<file path="src/rtl/osf_channel_arbiter.sv">
// Round-robin arbiter that shares one PID datapath between N oversample filter channels.
// Each channel captures its latest word in a one-deep slot. One eligible channel is issued
// at a time, and the next grant waits for the PID done pulse or a wait timeout.
module osf_channel_arbiter #(
  parameter int unsigned N_CHAN  = 8,
  parameter int unsigned W_CHAN  = 3,
  parameter int unsigned W_DATA  = 18,
  parameter int unsigned TIMEOUT = 1024
) (
  input  logic                       clk_in,
  input  logic                       reset_in,
  input  logic [N_CHAN*W_DATA-1:0]   data_in,
  input  logic [N_CHAN-1:0]          data_valid_in,
  input  logic [N_CHAN-1:0]          activate_in,
  input  logic                       pid_done_in,
  input  logic                       clear_flags_in,
  output logic signed [W_DATA-1:0]   data_out,
  output logic [W_CHAN-1:0]          chan_out,
  output logic                       data_valid_out,
  output logic                       busy_out,
  output logic [N_CHAN-1:0]          overwrite_out,
  output logic                       timeout_out
);

  localparam int unsigned     W_CNT    = 16;
  localparam logic [W_CNT-1:0] CNT_LAST = W_CNT'(TIMEOUT - 1);

  typedef enum logic [1:0] {
    ST_IDLE = 2'd0,
    ST_SEND = 2'd1,
    ST_WAIT = 2'd2
  } state_t;

  state_t                    r_state;
  state_t                    w_next_state;
  logic [W_DATA-1:0]         r_slot [N_CHAN];
  logic [N_CHAN-1:0]         r_pending;
  logic [W_CHAN-1:0]         r_last_grant;
  logic [W_CNT-1:0]          r_wait_cnt;
  logic signed [W_DATA-1:0]  r_data;
  logic [W_CHAN-1:0]         r_chan;
  logic                      r_valid;
  logic                      r_busy;
  logic [N_CHAN-1:0]         r_overwrite;
  logic                      r_timeout;

  logic [N_CHAN-1:0]         w_eligible;
  logic [N_CHAN-1:0]         w_grant_onehot;
  logic [N_CHAN-1:0]         w_ovf_evt;
  logic [W_CHAN-1:0]         w_grant;
  logic                      w_found;
  logic                      w_issue;
  logic                      w_timeout_evt;
  int unsigned               w_idx;

  assign w_eligible = r_pending & activate_in;
  assign w_issue    = (r_state == ST_IDLE) && w_found;

  // Round-robin search starting just after the last granted channel
  always_comb begin
    w_grant = '0;
    w_found = 1'b0;
    w_idx   = 0;
    for (int unsigned off = 1; off <= N_CHAN; off++) begin
      w_idx = (32'(r_last_grant) + off) % N_CHAN;
      if (!w_found && w_eligible[W_CHAN'(w_idx)]) begin
        w_found = 1'b1;
        w_grant = W_CHAN'(w_idx);
      end
    end
  end

  // One-hot grant and per-channel overwrite events (a granted slot may be reloaded freely)
  always_comb begin
    w_grant_onehot = '0;
    if (w_issue) begin
      w_grant_onehot = N_CHAN'(1) << w_grant;
    end
    w_ovf_evt = activate_in & data_valid_in & r_pending & ~w_grant_onehot;
  end

  // Next-state logic; done takes priority over the timeout abort
  always_comb begin
    w_next_state  = r_state;
    w_timeout_evt = 1'b0;
    case (r_state)
      ST_IDLE: if (w_found) w_next_state = ST_SEND;
      ST_SEND: w_next_state = ST_WAIT;
      ST_WAIT: begin
        if (pid_done_in) begin
          w_next_state = ST_IDLE;
        end else if (r_wait_cnt == CNT_LAST) begin
          w_timeout_evt = 1'b1;
          w_next_state  = ST_IDLE;
        end
      end
      default: w_next_state = ST_IDLE;
    endcase
  end

  // State register
  always_ff @(posedge clk_in) begin
    if (!reset_in) r_state <= ST_IDLE;
    else           r_state <= w_next_state;
  end

  // Issue path, wait counter, registered strobes and the sticky timeout flag
  always_ff @(posedge clk_in) begin
    if (!reset_in) begin
      r_data       <= '0;
      r_chan       <= '0;
      r_last_grant <= W_CHAN'(N_CHAN - 1);
      r_wait_cnt   <= '0;
      r_valid      <= 1'b0;
      r_busy       <= 1'b0;
      r_timeout    <= 1'b0;
    end else begin
      if (w_issue) begin
        r_data       <= r_slot[w_grant];
        r_chan       <= w_grant;
        r_last_grant <= w_grant;
      end
      if (r_state == ST_SEND)      r_wait_cnt <= '0;
      else if (r_state == ST_WAIT) r_wait_cnt <= r_wait_cnt + W_CNT'(1);
      r_valid   <= (w_next_state == ST_SEND);
      r_busy    <= (w_next_state != ST_IDLE);
      r_timeout <= (r_timeout & ~clear_flags_in) | w_timeout_evt;
    end
  end

  // Per-channel holding slots, pending bits and sticky overwrite flags
  always_ff @(posedge clk_in) begin
    if (!reset_in) begin
      for (int i = 0; i < N_CHAN; i++) r_slot[i] <= '0;
      r_pending   <= '0;
      r_overwrite <= '0;
    end else begin
      for (int i = 0; i < N_CHAN; i++) begin
        if (!activate_in[i]) begin
          r_pending[i] <= 1'b0;
        end else if (data_valid_in[i]) begin
          r_slot[i]    <= data_in[i*W_DATA +: W_DATA];
          r_pending[i] <= 1'b1;
        end else if (w_grant_onehot[i]) begin
          r_pending[i] <= 1'b0;
        end
      end
      r_overwrite <= (r_overwrite & ~{N_CHAN{clear_flags_in}}) | w_ovf_evt;
    end
  end

  assign data_out       = r_data;
  assign chan_out       = r_chan;
  assign data_valid_out = r_valid;
  assign busy_out       = r_busy;
  assign overwrite_out  = r_overwrite;
  assign timeout_out    = r_timeout;

endmodule

</file>
<file path="config.mk">
export PLATFORM = sky130hd
export DESIGN_NAME = osf_channel_arbiter
export DESIGN_NICKNAME = d
export VERILOG_FILES = /design/src/rtl/osf_channel_arbiter.sv
export SDC_FILE = /design/constraint.sdc
export NUM_CORES = 1
export LEC_CHECK = 0
export CAP_MARGIN = 20
export CORE_MARGIN = 3
export CORE_UTILIZATION = 52
export CTS_CLUSTER_DIAMETER = 30
export DETAILED_ROUTE_END_ITERATION = 8
export PLACE_DENSITY = 0.8
export SYNTH_ARGS = -nofsm -noshare
export SYNTH_HDL_FRONTEND = slang
export SYNTH_SLANG_ARGS = --single-unit
</file>
<file path="constraint.sdc">
create_clock -name clk_in -period 4.35 [get_ports clk_in]
set_input_delay 0.87 -clock clk_in [delete_from_list [all_inputs] [get_ports clk_in]]
set_output_delay 0.87 -clock clk_in [all_outputs]
set_load 0.005 [all_outputs]
</file>
==> impl_metrics.py, run 1 <==
metrics = {
    "global_route": {
        "grt_use_met3": 0.0618,
        "grt_max_degree": 51,
        "grt_antenna_before_repair": 0,
        "grt_use_total": 0.287,
        "grt.met2_usage": 0.478,
        "first_global_vias": 8481,
        "grt-busiest-layer": "met2",
        "grt_pass1_wl_um": 47100,
        "grt_util_met1": 0.353,
        "gr-total-overflow": 0,
    },
    "finish": {
        "drive_gt1_frac": 0.163,
        "layout.nets": 1330,
        "fill_cells": 1230,
        "layout_commonest_cell": "clkdlybuf4s50_1",
        "synthToLayoutAreaGrowth_pct": 40.3,
        "n_antenna_cell": 0,
        "final_cell_mix": "clkdlybuf4s50_1, and2_1, edfxtp_1, buf_4, nand2_1",
        "fin_area_um2": 14100,
    },
    "die": {
        "die_h_um": 145,
        "die_w_um": 145,
        "num_rows": 50,
        "core_area_um2": 18800,
        "start_util": 0.535,
        "die_area_um2": 21100,
        "ioPinCount": 196,
    },
    "pwr": {
        "ir_drop_uv": 544,
        "p_int_mw": 6.04,
        "powerDensity_nw_per_um2": 661,
        "clockPowerShare": 0.309,
        "p_sw_mw": 3.30,
        "combPwrFrac": 0.428,
        "switching_share": 0.353,
        "p_seq_frac": 0.263,
        "p_leak_nw": 5.46,
    },
    "sta": {
        "tightest_slew_ns": 0.992,
        "relSlewSlack": 0.338,
        "period_share": 0.962,
        "max_freq_mhz": 239,
        "finClkSkew_ns": 0.0218,
        "setup_tns_ns": 0,
        "hold_viol_final": 0,
        "timing.hold.ws_ns": 0.501,
        "setup_slack_ns": 0.166,
        "rsz0062_at_grt": "no",
        "period_minus_slack_ns": 4.18,
        "drv_slew": 0,
        "setup_violations": 0,
    },
    "place": {
        "io_buffers": 195,
        "gp_congestion": 0.970,
        "dp_hpwl_um": 22200,
        "placed_area_um2": 12800,
        "place_ws_ns": -0.363,
    },
    "setup_path": {
        "setup.worst_path.start_class": "input pin",
        "worstPathArrival_ns": 4.60,
        "worstSetupStartpoint": "activate_in[3]",
        "r2r-start": "r_last_grant[1]",
        "crit_type": "input pin to register",
        "timing.rr.end": "data_out[4]",
        "crit_required_ns": 4.76,
        "r2r_slack_ns": 0.17,
        "worst-path-max-fanout": 13,
        "rr_worst_depth": 12,
        "end_kind": "register",
    },
    "routing": {
        "vias": 8283,
        "wl_per_cell_um": 21.4,
        "drt_iter0_drc": 711,
        "drc_errors": 0,
        "drt_wl_total_um": 31000,
        "ant_nets": 0,
        "first_pass_iters": 8,
        "vias_per_cell": 5.70,
    },
    "min_path": {
        "min_path_type": "register to register",
        "min_from": "r_wait_cnt[14]",
        "min_path_cells": 2,
        "hold_end": "r_wait_cnt[14]",
    },
    "yosys": {
        "synth-seq-area-share": 0.551,
        "synth_fp_nets": 1055,
        "synth_seq_cells": 205,
        "synthSimpleGateAreaFrac": 0.217,
        "syn_area_per_cell_um2": 11.3,
        "ys.flop_type": "edfxtp_1",
        "yosys_warnings": 0,
        "synthXorXnorAreaFrac": 0.0131,
        "synth_top_family_by_area": "simple AND/OR/NAND/NOR gates",
        "netlist_instances": 888,
        "synthArstFlopShare": 0,
        "synthAdderAreaFrac": 0.00373,
        "synth_compound_area_frac": 0.125,
        "synth_edf_count": 144,
        "synth.distinct_cells": 73,
        "synth_mux_area_frac": 0.0584,
        "synth_area_um2": 10100,
    },
    "clock_tree": {
        "post_cts_buffers": 0,
        "cts_buffer_depth": 3,
        "cts_resized": 0,
        "clock_sinks": 205,
        "htreeDepth": 2,
        "numCtsBuffers": 38,
        "root_buffer": "clkbuf_16",
        "cts_tree": "done",
        "clkTransAtPathRegs_ns": 0.05,
        "insertion_delay_ns": 0.51,
        "hold_buffers": 0,
    },
    "outcome": {
        "status": "completed",
    },
    "run": {
        "max_cap_viol_count": 0,
    },
}
==> synthesized netlist by cell type (8+ instances only) <==
cell type / number / area share
a2111oi_0: 12 / 0.010
a211oi_1: 14 / 0.010
a21boi_0: 11 / 0.0082
a21oi_1: 15 / 0.0075
a221o_1: 13 / 0.013
and2_1: 158 / 0.098
and3_1: 20 / 0.012
buf_2: 11 / 0.0055
clkbuf_1: 33 / 0.012
dfxtp_1: 61 / 0.12
edfxtp_1: 144 / 0.43
inv_1: 9 / 0.0034
mux2i_1: 36 / 0.036
mux4_2: 9 / 0.020
nand2_1: 80 / 0.030
nand3_1: 14 / 0.0070
nand4_1: 8 / 0.0050
nor2_1: 36 / 0.013
nor2b_1: 40 / 0.025
nor3_1: 8 / 0.0040
o21a_1: 8 / 0.0060
o21ai_0: 21 / 0.010
o31ai_1: 12 / 0.0090
xor2_1: 12 / 0.010
==> metrics by stage <==
| stage | instances | power [mW] | util |
|---|---|---|---|
| after floorplan | 888 | 4.76 | - |
| after global placement | 1382 | 6.30 | 0.681 |
| after detailed placement | 1382 | 6.35 | 0.681 |
| after CTS | 1451 | 9.27 | 0.749 |
| after global routing | 1452 | 9.71 | 0.750 |
| final | 1452 | 9.34 | 0.750 |
==> area by class of cell <==
type | count | area (µm²) | area share
multi-input combinational | 618 | 4220 | 0.299
clock buffer | 49 | 1110 | 0.0784
clock inverter | 20 | 169 | 0.0120
sequential | 205 | 5550 | 0.393
inverter | 10 | 37.5 | 0.00266
tap | 260 | 325 | 0.0230
timing repair buffer | 290 | 2720 | 0.193
==> critical path, stage by stage <==
cell	delay, ns
clkdlybuf4s50_1	0.50
and2_1	0.22
mux4_2	0.52
a21oi_4	0.17
nor3_1	0.09
a2111oi_4	0.42
nor3_2	0.15
nor2_2	0.74
mux2i_1	0.20
a221o_1	0.44
o31ai_1	0.27
==> worst max-delay path by stage <==
stage	end	depth (start not counted)	slack, ns
final	data_out[4]	11	0.17
after global routing	data_out[17]	14	0.04
after CTS	data_out[12]	11	0.14
after detailed placement	data_out[2]	11	-0.36
after global placement	data_out[2]	12	-0.31
after floorplan	data_out[12]	13	0.36
==> registers in the layout (all words and copies together), names as in the netlist <==
name,flops
r_wait_cnt,16
r_last_grant,3
r_slot,144
busy_out,1
data_out,18
overwrite_out,8
data_valid_out,1
r_pending,8
chan_out,3
timeout_out,1
r_state,2
==> power groups by stage <==
stage | combinational, mW | clock [mW] | sequential [mW]
final | 4.00 | 2.88 | 2.46
after global routing | 4.24 | 3.00 | 2.47
after CTS | 3.92 | 2.90 | 2.45
after detailed placement | 3.87 | 0 | 2.48
after global placement | 3.82 | 0 | 2.48
after floorplan | 2.34 | 0 | 2.42
==> cell families (layout without fill, tap and decap cells) <==
family,count (synthesis),after routing
adders and majority gates,3,3
muxes,47,47
xor gates and xnor gates,15,15
DFF,205,205
buffers and inverters,66,369
AOI/OAI and AO/OA,160,160
and+or+nand+nor,392,393
==> routing by layer <==
metal | vias up | routed length [µm]
met3 | 91 | 2440
met5 | - | 0
met4 | 0 | 1640
met1 | 3983 | 11800
li1 | 3795 | -
met2 | 414 | 15100
No activity file was read; power rests on OpenSTA's default activity.
==> run 2: changes to the inputs <==
--- a/config.mk
+++ b/config.mk
@@ -7,10 +7,11 @@
 export LEC_CHECK = 0
 export CAP_MARGIN = 20
 export CORE_MARGIN = 3
-export CORE_UTILIZATION = 52
+export CORE_UTILIZATION = 47
 export CTS_CLUSTER_DIAMETER = 30
 export DETAILED_ROUTE_END_ITERATION = 8
-export PLACE_DENSITY = 0.8
+export PLACE_DENSITY = 0.76
+export SETUP_SLACK_MARGIN = 0.05
 export SYNTH_ARGS = -nofsm -noshare
 export SYNTH_HDL_FRONTEND = slang
 export SYNTH_SLANG_ARGS = --single-unit
==> constraint.sdc (replaced) <==
create_clock -name clk_in -period 3.7 [get_ports clk_in]
set_input_delay 0.74 -clock clk_in [delete_from_list [all_inputs] [get_ports clk_in]]
set_output_delay 0.74 -clock clk_in [all_outputs]
set_load 0.005 [all_outputs]
==> impl_metrics.py, run 2 (same netlist as run 1, synthesis figures left out) <==
metrics = {
    "outcome": {
        "status": "completed",
    },
    "sta": {
        "max_freq_mhz": 273,
        "period_minus_slack_ns": 3.66,
        "setup_tns_ns": 0,
        "drv_slew": 0,
        "relSlewSlack": 0.390,
        "tightest_slew_ns": 0.913,
        "finClkSkew_ns": 0.0171,
        "hold_viol_final": 0,
        "setup_violations": 0,
        "rsz0062_at_grt": "yes",
        "period_share": 0.989,
        "setup_slack_ns": 0.0421,
    },
    "pwr": {
        "ir_drop_uv": 603,
        "powerDensity_nw_per_um2": 832,
        "p_leak_nw": 5.89,
        "power_mw": 12.7,
    },
    "min_path": {
        "min_path_type": "register to register",
        "min_path_cells": 2,
    },
    "finish": {
        "layout_commonest_cell": "clkdlybuf4s50_1",
        "largest_reg_flops": 144,
        "seq_area_um2": 5550,
        "fill_cells": 1350,
        "regMostFlops": "r_slot",
        "layout.nets": 1392,
        "multi_input_area_um2": 4670,
        "fin_util": 0.738,
        "final_cell_mix": "clkdlybuf4s50_1, and2_1, edfxtp_1, buf_4, nand2_1",
        "drive_gt1_frac": 0.254,
        "synthToLayoutAreaGrowth_pct": 51.1,
    },
    "setup_path": {
        "crit_required_ns": 4.11,
        "end_kind": "register",
        "worstPathArrival_ns": 4.07,
        "rr_worst_depth": 13,
        "cp-endpoint": "data_out[13]",
        "crit_path_top_delay_cell": "or4_4",
        "cpMostUsedCell": "buf_6",
        "timing.rr.end": "data_out[13]",
        "slowest_delay_ns": 0.53,
        "worstSetupStartpoint": "activate_in[2]",
        "crit_type": "input pin to register",
        "r2r_slack_ns": 0.05,
        "r2r-start": "r_last_grant[0]",
        "setup.worst_path.start_class": "input pin",
        "path_cells": "dlygate4sd2_1, buf_4, nand3_1, o21ai_2, mux4_2, or4_4, or3_4, a22oi_4, nor2_4, buf_6, buf_6, mux2i_2, a221o_1, o31ai_1",
        "worst-path-max-fanout": 8,
    },
    "clock_tree": {
        "insertion_delay_ns": 0.51,
        "cts_tree": "done",
        "clkTransAtPathRegs_ns": 0.05,
        "hold_buffers": 0,
        "numCtsBuffers": 38,
        "root_buffer": "clkbuf_16",
        "clock_sinks": 205,
        "htreeDepth": 2,
        "cts_buffer_depth": 3,
    },
    "place": {
        "dp_hpwl_um": 23000,
        "io_buffers": 195,
        "gp_congestion": 0.918,
        "place_ws_ns": -1.01,
    },
    "die": {
        "core_area_um2": 20600,
        "die_area_um2": 23200,
        "start_util": 0.488,
        "num_rows": 52,
        "die_h_um": 152,
        "ioPinCount": 196,
        "die_w_um": 152,
    },
    "global_route": {
        "grt_use_total": 0.265,
        "grt_pass1_wl_um": 48000,
        "first_global_vias": 8475,
        "gr-total-overflow": 0,
        "grt_antenna_before_repair": 1,
        "grt_max_degree": 44,
    },
    "routing": {
        "drt_wl_total_um": 32400,
        "wl_per_cell_um": 21.3,
        "first_pass_iters": 6,
        "drt_iter0_drc": 696,
        "ant_nets": 0,
        "drc_errors": 0,
        "vias": 8483,
        "vias_per_cell": 5.56,
    },
    "run": {
        "max_cap_viol_count": 0,
    },
}
==> run 2: cell count changes in the layout (fill, tap and decap cells not counted), sizes merged, moves of 2 or more <==
cell           change
buf               +59
bufinv             +4
clkbuf             -3
clkdlybuf4s15      +3
clkdlybuf4s50      -8
clkinv             +2
dlygate4sd2        +4
==> run 2: metrics by stage <==
step | hold slack (ns) | std cells | area (µm²)
global route | 0.509 | 1526 | 15200
detailed placement | 0.475 | 1427 | 13200
floorplan | 0.449 | 888 | 10200
CTS | 0.482 | 1515 | 14900
global placement | 0.470 | 1427 | 13200
finish | 0.490 | 1526 | 15200
==> run 2: routing by layer <==
metal	share of wire	vias up	routed length [µm]	global-route usage
met2	0.49	422	15800	0.443
li1	-	3930	-	-
met1	0.40	4064	13000	0.347
met4	0.035	0	1150	0.0950
met5	0	-	0	0
met3	0.075	67	2440	0.0517
==> run 2: layout make-up <==
type / instances / area share
Clock inverter: 25 / 0.0192
Antenna cell: 1 / 0.000164
Timing Repair Buffer: 349 / 0.214
Sequential cell: 205 / 0.365
Multi-Input combinational cell: 621 / 0.307
Inverter: 10 / 0.00263
Clock buffer: 45 / 0.0697
Tap cell: 270 / 0.0222
==> run 2: what timing repair did <==
action                     CTS  global route
setup endpoints to repair   37            35
setup buffers               17             7
cloned                       1             3
resized for setup           59            44
pin swaps                   16            20
==> run 2: critical path, delay by kind of cell <==
kind                   cells  cell delay [ns]
AO/OA/AOI/OAI              4             0.85
buffers and inverters      4             0.67
multiplexers               2             0.65
AND/OR/NAND/NOR            4             1.15
==> run 2: how the worst min path moves through the flow <==
stage | startpoint | end | slack [ns]
after CTS | data_out[13] | data_out[13] | 0.48
after global routing | data_out[2] | data_out[2] | 0.51
after detailed placement | data_out[13] | data_out[13] | 0.48
after floorplan | data_out[12] | data_out[12] | 0.45
after global placement | r_wait_cnt[8] | r_wait_cnt[8] | 0.47
final | overwrite_out[7] | overwrite_out[7] | 0.49
==> run 2: power by group <==
group | switching [mW] | internal (mW) | leakage, nW | total (mW)
clock | 1.19 | 2.41 | 0.640 | 3.60
sequential | 0.146 | 2.73 | 1.96 | 2.88
combinational | 3.20 | 2.98 | 3.29 | 6.19
total | 4.54 | 8.13 | 5.89 | 12.7
